--- src/rtl/seq_detect_param.sv ---
// -----------------------------------------------------------------------------
// seq_detect_param
//   Parametrised serial pattern detector. Shifts in one bit per qualified clock
//   and raises a registered one-cycle 'match' pulse when the last PAT_W sampled
//   bits equal the active pattern. The oldest bit is the pattern MSB.
//   The pattern can be reloaded at runtime. Matches may overlap or restart the
//   history, depending on OVERLAP. A saturating counter tallies the matches.
//
// Parameters
//   PAT_W     pattern length in bits (2..16)
//   PAT_INIT  pattern active after reset
//   OVERLAP   1: overlapping matches allowed, 0: history restarts after a match
//   CNT_W     width of the saturating match counter (1..32)
//
// Ports
//   clk        in   1      clock, rising edge
//   rst        in   1      asynchronous reset, active low
//   in_valid   in   1      qualifies 'in'
//   in         in   1      serial data bit
//   pat_load   in   1      strobe: pat_in becomes the active pattern
//   pat_in     in   PAT_W  new pattern, MSB = first bit of the sequence
//   cnt_clr    in   1      synchronous clear of match_cnt
//   match      out  1      registered one-cycle pulse per detected occurrence
//   match_cnt  out  CNT_W  saturating count of matches since reset/clear
//   pattern    out  PAT_W  currently active pattern
// -----------------------------------------------------------------------------
module seq_detect_param #(
  parameter int                PAT_W    = 4,
  parameter logic [PAT_W-1:0]  PAT_INIT = 4'b0101,
  parameter bit                OVERLAP  = 1'b1,
  parameter int                CNT_W    = 8
) (
  input  logic             clk,
  input  logic             rst,
  input  logic             in_valid,
  input  logic             in,
  input  logic             pat_load,
  input  logic [PAT_W-1:0] pat_in,
  input  logic             cnt_clr,
  output logic             match,
  output logic [CNT_W-1:0] match_cnt,
  output logic [PAT_W-1:0] pattern
);

  localparam int               FILL_W    = $clog2(PAT_W + 1);
  localparam logic [FILL_W-1:0] FILL_FULL = FILL_W'(PAT_W);
  localparam logic [CNT_W-1:0]  CNT_MAX   = {CNT_W{1'b1}};

  // Only the newest PAT_W-1 bits need to be stored: the oldest of the PAT_W
  // bits compared on a hit is shifted out on that same edge, so it is never
  // needed again.
  logic [PAT_W-2:0]  hist_q,  hist_d;
  logic [FILL_W-1:0] fill_q,  fill_d;
  logic [PAT_W-1:0]  pat_q,   pat_d;
  logic [CNT_W-1:0]  cnt_q,   cnt_d;
  logic              match_q, match_d;

  logic              sample;
  logic [PAT_W-1:0]  hist_nxt;
  logic [FILL_W-1:0] fill_inc;
  logic              hit;

  // Hit detection works on the history as it will be after this edge.
  // A pattern load wins over a sample, so the bit on 'in' is discarded.
  assign sample   = in_valid && !pat_load;
  assign hist_nxt = {hist_q, in};
  assign fill_inc = (fill_q == FILL_FULL) ? fill_q : fill_q + 1'b1;
  assign hit      = sample && (fill_inc == FILL_FULL) && (hist_nxt == pat_q);

  // NOTE: every signal gets a default value at the top of the block, so no
  // path leaves one unassigned and no latch is inferred.
  always_comb begin
    hist_d  = hist_q;
    fill_d  = fill_q;
    pat_d   = pat_q;
    cnt_d   = cnt_q;
    match_d = hit;

    if (pat_load) begin
      pat_d  = pat_in;
      fill_d = '0;
    end else if (sample) begin
      hist_d = hist_nxt[PAT_W-2:0];
      // In non-overlap mode a hit empties the history. The next match then
      // needs PAT_W fresh bits. The old hist contents are masked by fill.
      fill_d = (hit && !OVERLAP) ? '0 : fill_inc;
    end

    // A clear together with a hit still counts that hit.
    if (cnt_clr) begin
      cnt_d = hit ? CNT_W'(1) : '0;
    end else if (hit && (cnt_q != CNT_MAX)) begin
      cnt_d = cnt_q + 1'b1;
    end
  end

  // NOTE: sequential state uses non-blocking assignments, so every register
  // samples values from before the edge, whatever the statement order.
  always_ff @(posedge clk or negedge rst) begin
    if (!rst) begin
      hist_q  <= '0;
      fill_q  <= '0;
      pat_q   <= PAT_INIT;
      cnt_q   <= '0;
      match_q <= 1'b0;
    end else begin
      hist_q  <= hist_d;
      fill_q  <= fill_d;
      pat_q   <= pat_d;
      cnt_q   <= cnt_d;
      match_q <= match_d;
    end
  end

  assign match     = match_q;
  assign match_cnt = cnt_q;
  assign pattern   = pat_q;

endmodule

--- config.mk ---
export PLATFORM = sky130hd
export DESIGN_NAME = seq_detect_param
export DESIGN_NICKNAME = d
export VERILOG_FILES = /design/src/rtl/seq_detect_param.sv
export SDC_FILE = /design/constraint.sdc
export NUM_CORES = 1
export LEC_CHECK = 0
export ABC_AREA = 1
export CORE_MARGIN = 1
export CORE_UTILIZATION = 24
export DETAILED_ROUTE_END_ITERATION = 8
export REMOVE_ABC_BUFFERS = 1
export SYNTH_ARGS = -nofsm -noshare
export SYNTH_HDL_FRONTEND = slang
export SYNTH_SLANG_ARGS = --single-unit
--- constraint.sdc ---
create_clock -name clk -period 1.9 [get_ports clk]
set_clock_uncertainty 0.2 [all_clocks]
set_input_delay 0.19 -clock clk [delete_from_list [all_inputs] [get_ports clk]]
set_output_delay 0.19 -clock clk [all_outputs]
set_load 0.02 [all_outputs]
Word-level counts from Yosys, hierarchy flattened
Cells that the tools add are included.
{ "word_totals": {"output_inout_bits": 13, "reg_bits": 19, "wordCells": 26} }
{ "op_classes": {"bitwise": 1, "addsub": 2, "reduce_logical": 8, "n_mux": 6, "n_eq_ne": 4} }
{ "ops": {"columns": ["op", "n"], "rows": [
  ["$mux 8", 2],
  ["$mux 3", 3],
  ["$add 8x1->8 const B", 1],
  ["$ne 8x8->1 const B", 1],
  ["$eq 3x3->1 const B", 2],
  ["$eq 4x4->1", 1],
  ["$logic_and 1x1->1", 4],
  ["$reduce_bool 2->1", 2],
  ["$add 3x1->3 const B", 1],
  ["$reduce_and 2->1", 1],
  ["$logic_not 1->1", 1],
  ["$mux 1", 1],
  ["$not 1->1", 1]
]} }

Depth between registers and ports, before layout
Gate-level depths: netlist of run 1.
{ "logic_depth": {"word_depth": 8, "mapped_depth": 11} }

Worst setup path before layout of run 1
No wires, ideal clock.
{ "synth_timing": {"kind": "reg2reg", "from": "register cnt_q[1] (netlist: match_cnt[1])", "to": "register cnt_q[5] (netlist: match_cnt[5])", "setup_slack_ns": 0.172, "path_stages_with_launch": 9, "t_arrival_ns": 1.410, "setup_ns": 0.118, "t_required_ns": 1.582, "n_path_buf": 0, "cell_sequence": "dfrtp_1 -> ha_1 -> nand3_1 -> nor2_4 -> nand4_2 -> nand3_4 -> nand2_8 -> nand2_2 -> nand2_1"} }
{ "synth_between": {"elab_chain_len": 3, "word_cells_on_any_way": 6} }
{ "synth_rtl": {"columns": ["element", "line_no", "text"], "rows": [
  ["start, declared", "55", "logic [CNT_W-1:0] cnt_q, cnt_d;"],
  ["start signal, assigned", "110", "cnt_q <= cnt_d;"],
  ["$add 8x1->8 or $ne 8x8->1 (tied branches)", "93, 92", null],
  ["$mux 8 or $logic_and 1x1->1 (tied branches)", "92", "end else if (hit && (cnt_q != CNT_MAX)) begin"],
  ["$mux 8 or $reduce_bool 2->1 (tied branches)", null, null]
]} }
Several ways; a longest one is shown, not always the timed one. The select of a mux whose other input is x is not followed.
A chain may end at the register's enable or synchronous reset.

Final worst setup path of run 1
{ "layout_timing": {"from": "register pat_q[0] (netlist: pattern[0])", "to": "output port pattern[0]"} }
{ "layout_lines": {"columns": ["element", "line_no", "text"], "rows": [
  ["start, declared", "54", "logic [PAT_W-1:0] pat_q, pat_d;"],
  ["start signal, assigned", "109", "pat_q <= pat_d;"],
  ["end, declared", "42", "output logic [PAT_W-1:0] pattern"]
]} }
No word-level cell between the ends.

==> results of run 1 <==
-- what timing repair did --
| action | 4_1_cts | 5_1_grt |
|---|---|---|
| buffers inserted | 0 | 3 |
| endpoints found under the setup margin | 0 | 8 |
| resized for setup | 0 | 5 |
-- cell type report --
cell class                 count  area [um2]  area share
clock buffer                   3        41.3      0.0264
clock inverter                 1        5.00     0.00320
inverter                      11        41.3      0.0264
multi-input combinational     99         647       0.413
sequential                    19         478       0.305
tap                           52        65.1      0.0416
timing repair buffer          31         288       0.184
-- cells in the final DEF (no fill, tap or decap), types with 5 or more instances in the layout --
cell	n
sky130_fd_sc_hd__nand2_2	12
sky130_fd_sc_hd__dfrtp_1	17
sky130_fd_sc_hd__inv_2	5
sky130_fd_sc_hd__inv_1	6
sky130_fd_sc_hd__buf_4	9
sky130_fd_sc_hd__nand2_1	32
sky130_fd_sc_hd__xnor2_1	6
sky130_fd_sc_hd__nor2_1	8
sky130_fd_sc_hd__clkdlybuf4s50_1	22
sky130_fd_sc_hd__nand3_1	13
-- metal layers --
metal	global-route usage	routed length, um	vias to the layer above
li1	-	-	487
met1	0.137	1110	437
met2	0.165	1170	12
met3	0.0225	69	4
met4	0.0333	22	0
met5	0	0	-
-- sequential cells by signal, summed over array words and instances (netlist names) --
| register | count |
|---|---|
| match_cnt | 8 |
| pattern | 4 |
| fill_q | 3 |
| hist_q | 3 |
| match | 1 |
-- logic make-up after synthesis --
kind of cell,synth area share
buf+inv,0.0478
flops,0.415
xor+xnor,0.0673
compound gates,0.0184
simple gates,0.390
mux,0.0293
fa+ha+maj,0.0326
-- cells in the mapped netlist, types with 2 or more instances --
cell type	instances
sky130_fd_sc_hd__nand2_1	34
sky130_fd_sc_hd__dfrtp_1	17
sky130_fd_sc_hd__nand3_1	13
sky130_fd_sc_hd__nand2_2	10
sky130_fd_sc_hd__inv_1	8
sky130_fd_sc_hd__nor2_1	8
sky130_fd_sc_hd__xnor2_1	6
sky130_fd_sc_hd__nor2_4	4
sky130_fd_sc_hd__ha_1	3
sky130_fd_sc_hd__inv_2	3
sky130_fd_sc_hd__mux2_2	3
sky130_fd_sc_hd__dfstp_2	2
sky130_fd_sc_hd__nand3_4	2
sky130_fd_sc_hd__nor3b_1	2
-- power groups by stage --
| stage | Combinational [mW] | Clock, mW | Sequential [mW] |
|---|---|---|---|
| 6_report | 0.263 | 0.282 | 0.474 |
| 5_1_grt | 0.289 | 0.308 | 0.479 |
| 4_1_cts | 0.247 | 0.290 | 0.475 |
| 3_5_place_dp | 0.246 | 0 | 0.483 |
| 3_3_place_gp | 0.245 | 0 | 0.482 |
| 2_1_floorplan | 0.131 | 0 | 0.496 |
-- metrics by stage --
step           setup TNS [ns]  setup WS, ns   util  hold WS [ns]
6_report                    0        0.0921  0.350        0.0605
5_1_grt               -0.0334      -0.00915  0.350        0.0931
3_5_place_dp                0        0.0489  0.328         0.286
2_1_floorplan               0         0.172      -        -0.306
4_1_cts                     0        0.0221  0.339        0.0762
3_3_place_gp                0        0.0925  0.328         0.280
-- worst paths after layout --
| path | cells after the start | start | end |
|---|---|---|---|
| max | 1 | pattern[0]$_DFFE_PN1P_ | pattern[0] |
| min | 2 | rst | match_cnt[4]$_DFFE_PN0P_ |
| max reg2reg | 9 | fill_q[1]$_DFFE_PN0P_ | match_cnt[4]$_DFFE_PN0P_ |
| min reg2reg | 2 | pattern[0]$_DFFE_PN1P_ | pattern[0]$_DFFE_PN1P_ |
| max in group asynchronous | 2 | rst | pattern[2]$_DFFE_PN1P_ |
| min in group clk | 3 | pat_in[0] | pattern[0]$_DFFE_PN1P_ |
==> reports/results.md, run 1 <==
| Item | This run |
| --- | --- |
| Status | complete, but fails checks |
| Violations in the final reports | design-rule violations |
| Number of sinks handled by clock tree synthesis | 19 |
| Hold violation count in the final report | 0 |
| Clock tree from TritonCTS | yes |
| Crit-path leading delay family | buffers and inverters |
| Count of buffering cells on the critical path with inverters included | 1 |
| Total overflow reported by the global router | 0 |
| Total routed wirelength | 2380 um |
| Cell-by-cell trace of the critical path | clkdlybuf4s50_1 |
| Crit end category | primary output |
| Logic pwr share | 0.258 |
| Die Footprint | 5080 um2 |
| Crit path max fanout | 3 |
| EDFF count, synth | 0 |
| Class of the worst hold path | input pin to async pin |
| Proportion of power drawn by flip-flops and latches | 0.465 |
| Library cell contributing the largest single delay on the critical path | sky130_fd_sc_hd__clkdlybuf4s50_1 |
| Clock Tree Root | sky130_fd_sc_hd__clkbuf_8 |
| Port Buffer Count | 22 |
| Fraction of post-synthesis cell area in the top cell type by area | 0.369 |
| P&R area growth vs syn | 35.8% |
| Layout cell share with drive strength beyond 1 | 0.293 |
| Cell types with the largest area share after synthesis | sky130_fd_sc_hd__dfrtp_1 37%, sky130_fd_sc_hd__nand2_1 11%, sky130_fd_sc_hd__nand3_1 5.6% |
| Switching Fraction | 0.295 |
| Main flop type after synthesis | sky130_fd_sc_hd__dfrtp_1 |
| Cts hold-fix bufs | 0 |
| Number of buffers created by CTS | 3 |
| Area after detailed placement | 1470 um2 |
| Slew Viols, Final | 0 |
| Number of nets with antenna violations after detailed routing | 0 |
| Number of synthesized register bits | 19 |
| Actual transition at the worst max-transition pin | 0.266 ns |
| Leak | 0.676 nW |
| Overall routing resource usage | 0.102 |
| # DRC | 1 |
| Final net count | 178 |
| Number of H-tree branching levels | 1 |
| Total internal power | 0.718 mW |
| Post-layout minimum cycle time | 1.81 ns |
| Vias in the first global route | 924 |
| Antenna violations before repair | 0 |
| Share of flip-flops with an asynchronous set or reset | 1.00 |
| Final setup violation count | 0 |
| Routed wirelength normalized by instance count | 11.0 um |
| Average cell area after synthesis | 8.93 um2 |
| Latest clock arrival within the worst-skew pair | 0.25 ns |
| Register-to-register setup slack | 0.10 ns |
| Count of vias placed by the detailed router | 940 |
| Areal power density over the cells | 651 nW/um2 |
| Initial detailed-routing violation count | 55 |
| Fillcell total | 472 |
| Rel. slew slack | 0.823 |
| Largest net degree at the start of global routing | 20 |
| Net switching power | 0.301 mW |
| Clock-pin slew on the worst setup and hold paths | 0.07 ns |
| Maximum clock frequency | 0.553 GHz |
| Final instance area | 1570 um2 |
| Area of the mapped netlist | 1150 um2 |
| Placed insts | 208 |
| Effective utilization at floorplan | 0.258 |
| Sort of element at the start of the critical path | register |
| Placeable core region | 4470 um2 |
| DRT Pass-1 Iters | 6 |
| Synthesized instance count | 129 |
| Global-route wire length before repair | 4040 um |
| Period Utilization, post-route | 0.952 |
| Count of antenna diodes in the layout | 0 |
| Height of the die | 71.3 um |
| Placement Rows | 24 |
| Cell accounting for the most synthesized area | sky130_fd_sc_hd__dfrtp_1 |
| Average via count per standard cell | 4.35 |
| CP max stage delay | 0.60 ns |
| Layout Cells excl Fill | 216 |
| Arr. time, crit path | 1.42 ns |
| Gp weighted congestion | 0.802 |
| Estimated wirelength of the detail-placed design | 1830 um |
| Sequential cell area fraction in the yosys report | 0.415 |
| Number of warnings printed during yosys synthesis | 0 |
| Worst EP required | 1.51 ns |
| Overall die width | 71.3 um |
| I/O pins | 23 |
| Startpoint-to-endpoint class of the critical path | register to primary output |
| Clock network power share | 0.277 |
| Power consumption | 1.02 mW |
| Reported max-cap violation count | 0 |
| Post-synthesis cell type count | 28 |
| Max clock buf depth | 2 |
| Highest ir drop seen on vdd | 0.213 mV |
(Power assumes the default switching activity.)
==> run 2, diff against run 1 <==
==> constraint.sdc (replaced) <==
create_clock -name clk -period 1.9 [get_ports clk]
set_clock_uncertainty 0.2 [all_clocks]
set_input_delay 0.19 -clock clk [delete_from_list [all_inputs] [get_ports clk]]
set_output_delay 0.19 -clock clk [all_outputs]
set_load 0.1 [all_outputs]
==> run 2 against run 1 <==
Net effect:
- largest power group unchanged
- clock-buffer cell count unchanged
- highest routed layer unchanged
- via count rose by 2.9%
- sequential cell count is the same
- die area unchanged
- register-to-register slack hardly changed
- non-clock buffer count increased by 3
- first-iteration DRC count fell by 80%
- the flow still finishes with violations (design-rule violations)
- clock power grew 2%
- global-route usage grew 0.19 points
- critical endpoint is now match_cnt[3]$_DFFE_PN0P_
==> reports/results.md, run 2 (synthesized netlist as in run 1, its figures left out) <==
| Item | This run | Delta |
| --- | --- | --- |
| Status | complete, but fails checks |  |
| Violations in the final reports | design-rule violations |  |
| Number of nets with antenna violations after detailed routing | 0 | unchanged |
| Clock tree from TritonCTS | yes |  |
| Count of vias placed by the detailed router | 967 | +2.9% |
| Overall routing resource usage | 0.104 | +0.00189 |
| Maximum clock frequency | 0.554 GHz | about the same |
| Cts hold-fix bufs | 0 | unchanged |
| Clock Tree Root | sky130_fd_sc_hd__clkbuf_8 |  |
| Final setup violation count | 0 | unchanged |
| Routed wirelength normalized by instance count | 11.1 um | +1.2% |
| Proportion of power drawn by flip-flops and latches | 0.404 | -0.061 |
| Final net count | 181 | +1.7% |
| Power consumption | 1.17 mW | +15% |
| Highest ir drop seen on vdd | 0.263 mV | +24% |
| Slew Viols, Final | 0 | unchanged |
| I/O pins | 23 | unchanged |
| Number of buffers created by CTS | 3 | unchanged |
| Layout Utilization | 0.382 | +0.0319 |
| Fillcell total | 431 | -8.7% |
| Placement Rows | 24 | unchanged |
| # DRC | 1 | unchanged |
| Worst EP required | 1.90 ns | +0.39 ns |
| Area after detailed placement | 1610 um2 | +9.5% |
| Count of antenna diodes in the layout | 0 | unchanged |
| R2r worst-path depth | 11 | +2 |
| DRT Pass-1 Iters | 6 | unchanged |
| Multi-input gate area in the final layout | 649 um2 | +0.39% |
| Areal power density over the cells | 685 nW/um2 | +5.2% |
| Total overflow reported by the global router | 0 | unchanged |
| Clock-pin slew on the worst setup and hold paths | 0.08 ns | about the same |
| R2r startpoint | fill_q[0]$_DFFE_PN0P_ |  |
| Crit end category | register |  |
| Max clock buf depth | 2 | unchanged |
| Class of the worst hold path | input pin to async pin |  |
| Average via count per standard cell | 4.42 | +1.5% |
| Flip-flop count of the largest register, all copies and words added | 8 | unchanged |
| Placeable core region | 4470 um2 | unchanged |
| Crit path max fanout | 8 | +5 |
| Global-route wire length before repair | 4160 um | +2.9% |
| Total internal power | 0.758 mW | +5.5% |
| Leak | 0.754 nW | +12% |
| Reported max-cap violation count | 0 | unchanged |
| Final instance area | 1710 um2 | +9.1% |
| Initial detailed-routing violation count | 11 | -80% |
| Overall die width | 71.3 um | unchanged |
| Sort of element at the start of the critical path | register |  |
| Clock network power share | 0.246 | -0.031 |
| Register-to-register setup slack | 0.09 ns | about the same |
| Gp weighted congestion | 0.811 | +1.1% |
| Arr. time, crit path | 1.80 ns | +0.38 ns |
| Effective utilization at floorplan | 0.258 | unchanged |
| Estimated wirelength of the detail-placed design | 1830 um | +0.26% |
| Height of the die | 71.3 um | unchanged |
| Actual transition at the worst max-transition pin | 0.313 ns | +0.0473 ns |
| Vias in the first global route | 918 | -0.65% |
| Die Footprint | 5080 um2 | unchanged |
| Logic pwr share | 0.350 | +0.092 |
| Net switching power | 0.412 mW | +37% |
| Rel. slew slack | 0.791 | -0.0316 |
| Layout cell share with drive strength beyond 1 | 0.383 | +0.0906 |
| Hold violation count in the final report | 0 | unchanged |
| Period Utilization, post-route | 0.951 | about the same |
| P&R area growth vs syn | 48.2% |  |
| Post-layout minimum cycle time | 1.81 ns | -0.00132 ns |
| Total routed wirelength | 2440 um | +2.6% |
| Latest clock arrival within the worst-skew pair | 0.26 ns | about the same |
| Switching Fraction | 0.352 | +0.0571 |
| Startpoint-to-endpoint class of the critical path | register to register |  |
| Number of sinks handled by clock tree synthesis | 19 | unchanged |
| Sequential standard cell area | 478 um2 | unchanged |
| Antenna violations before repair | 0 | unchanged |
| Largest net degree at the start of global routing | 20 | unchanged |
| Commonest cells after routing, fill and taps aside | 33 x sky130_fd_sc_hd__nand2_1, 17 x sky130_fd_sc_hd__dfrtp_1, 13 x sky130_fd_sc_hd__nand3_1, 13 x sky130_fd_sc_hd__buf_4, 12 x sky130_fd_sc_hd__buf_12 |  |
| Number of H-tree branching levels | 1 | unchanged |
| Port Buffer Count | 22 | unchanged |
| Commonest non-fill, non-tap cell in the layout | sky130_fd_sc_hd__nand2_1 |  |
| R2r endpoint | match_cnt[3]$_DFFE_PN0P_ |  |
==> run 2: power groups by stage <==
stage / clock [mW] / sequential (mW) / combinational, mW
floorplan: 0 / 0.591 / 0.131
global placement: 0 / 0.481 / 0.392
detailed placement: 0 / 0.483 / 0.393
CTS: 0.298 / 0.474 / 0.394
global route: 0.311 / 0.479 / 0.436
finish: 0.287 / 0.473 / 0.410
==> run 2: worst max-delay path, stage by stage, from the launching register on <==
cell and delay [ns]:
sky130_fd_sc_hd__dfrtp_1 0.38, sky130_fd_sc_hd__inv_1 0.11, sky130_fd_sc_hd__ha_4 0.21, sky130_fd_sc_hd__inv_2 0.04
sky130_fd_sc_hd__nand2_1 0.05, sky130_fd_sc_hd__nand2_2 0.10, sky130_fd_sc_hd__nand3_4 0.08, sky130_fd_sc_hd__nor2_4 0.17
sky130_fd_sc_hd__nand3_4 0.14, sky130_fd_sc_hd__nand2_8 0.14, sky130_fd_sc_hd__nand2_2 0.05, sky130_fd_sc_hd__nand2_1 0.07
==> run 2: routing by layer <==
metal	vias to the layer above	global-route usage	share of wire
met5	-	0	0
met4	0	0.0267	0.0094
met3	4	0.0267	0.034
met2	13	0.175	0.50
met1	456	0.134	0.46
li1	494	-	-
==> run 2: repair_timing <==
item                                    CTS  global route
resized for setup                         0             5
endpoints found under the setup margin    0             8
buffers inserted                          0             3
==> run 2: through the flow <==
| step | setup TNS [ns] | cells | hold slack, ns | worst slack [ns] |
|---|---|---|---|---|
| final | 0 | 219 | 0.0666 | 0.0934 |
| after global routing | -0.0192 | 219 | 0.0854 | -0.0111 |
| after CTS | 0 | 215 | 0.0775 | 0.0172 |
| after detailed placement | 0 | 211 | 0.297 | 0.0371 |
| after global placement | 0 | 211 | 0.297 | 0.0831 |
| after floorplan | -3.92 | 128 | -0.306 | -0.490 |
==> run 2: final cells by class <==
cell class                 count  share of cell area
clock buffer                   3              0.0242
clock inverter                 1             0.00293
inverter                      11              0.0242
multi-input combinational     99               0.380
sequential                    19               0.280
tap                           52              0.0381
timing repair buffer          34               0.251
==> run 2: how the worst max path moves through the flow <==
stage | startpoint | endpoint
after floorplan | match_cnt[1]$_DFFE_PN0P_ | match_cnt[6]$_DFFE_PN0P_
after global placement | fill_q[0]$_DFFE_PN0P_ | match_cnt[3]$_DFFE_PN0P_
after detailed placement | fill_q[0]$_DFFE_PN0P_ | match_cnt[3]$_DFFE_PN0P_
after CTS | fill_q[0]$_DFFE_PN0P_ | match_cnt[3]$_DFFE_PN0P_
after global routing | fill_q[0]$_DFFE_PN0P_ | match_cnt[3]$_DFFE_PN0P_
final | fill_q[0]$_DFFE_PN0P_ | match_cnt[3]$_DFFE_PN0P_
==> run 3, diff against run 2 <==
--- a/config.mk
+++ b/config.mk
@@ -6,6 +6,7 @@
 export NUM_CORES = 1
 export LEC_CHECK = 0
 export ABC_AREA = 1
+export CAP_MARGIN = 30
 export CORE_MARGIN = 1
 export CORE_UTILIZATION = 24
 export DETAILED_ROUTE_END_ITERATION = 8
==> results of run 3 <==
Final layout, timing and power as in run 2 (identical DEF).
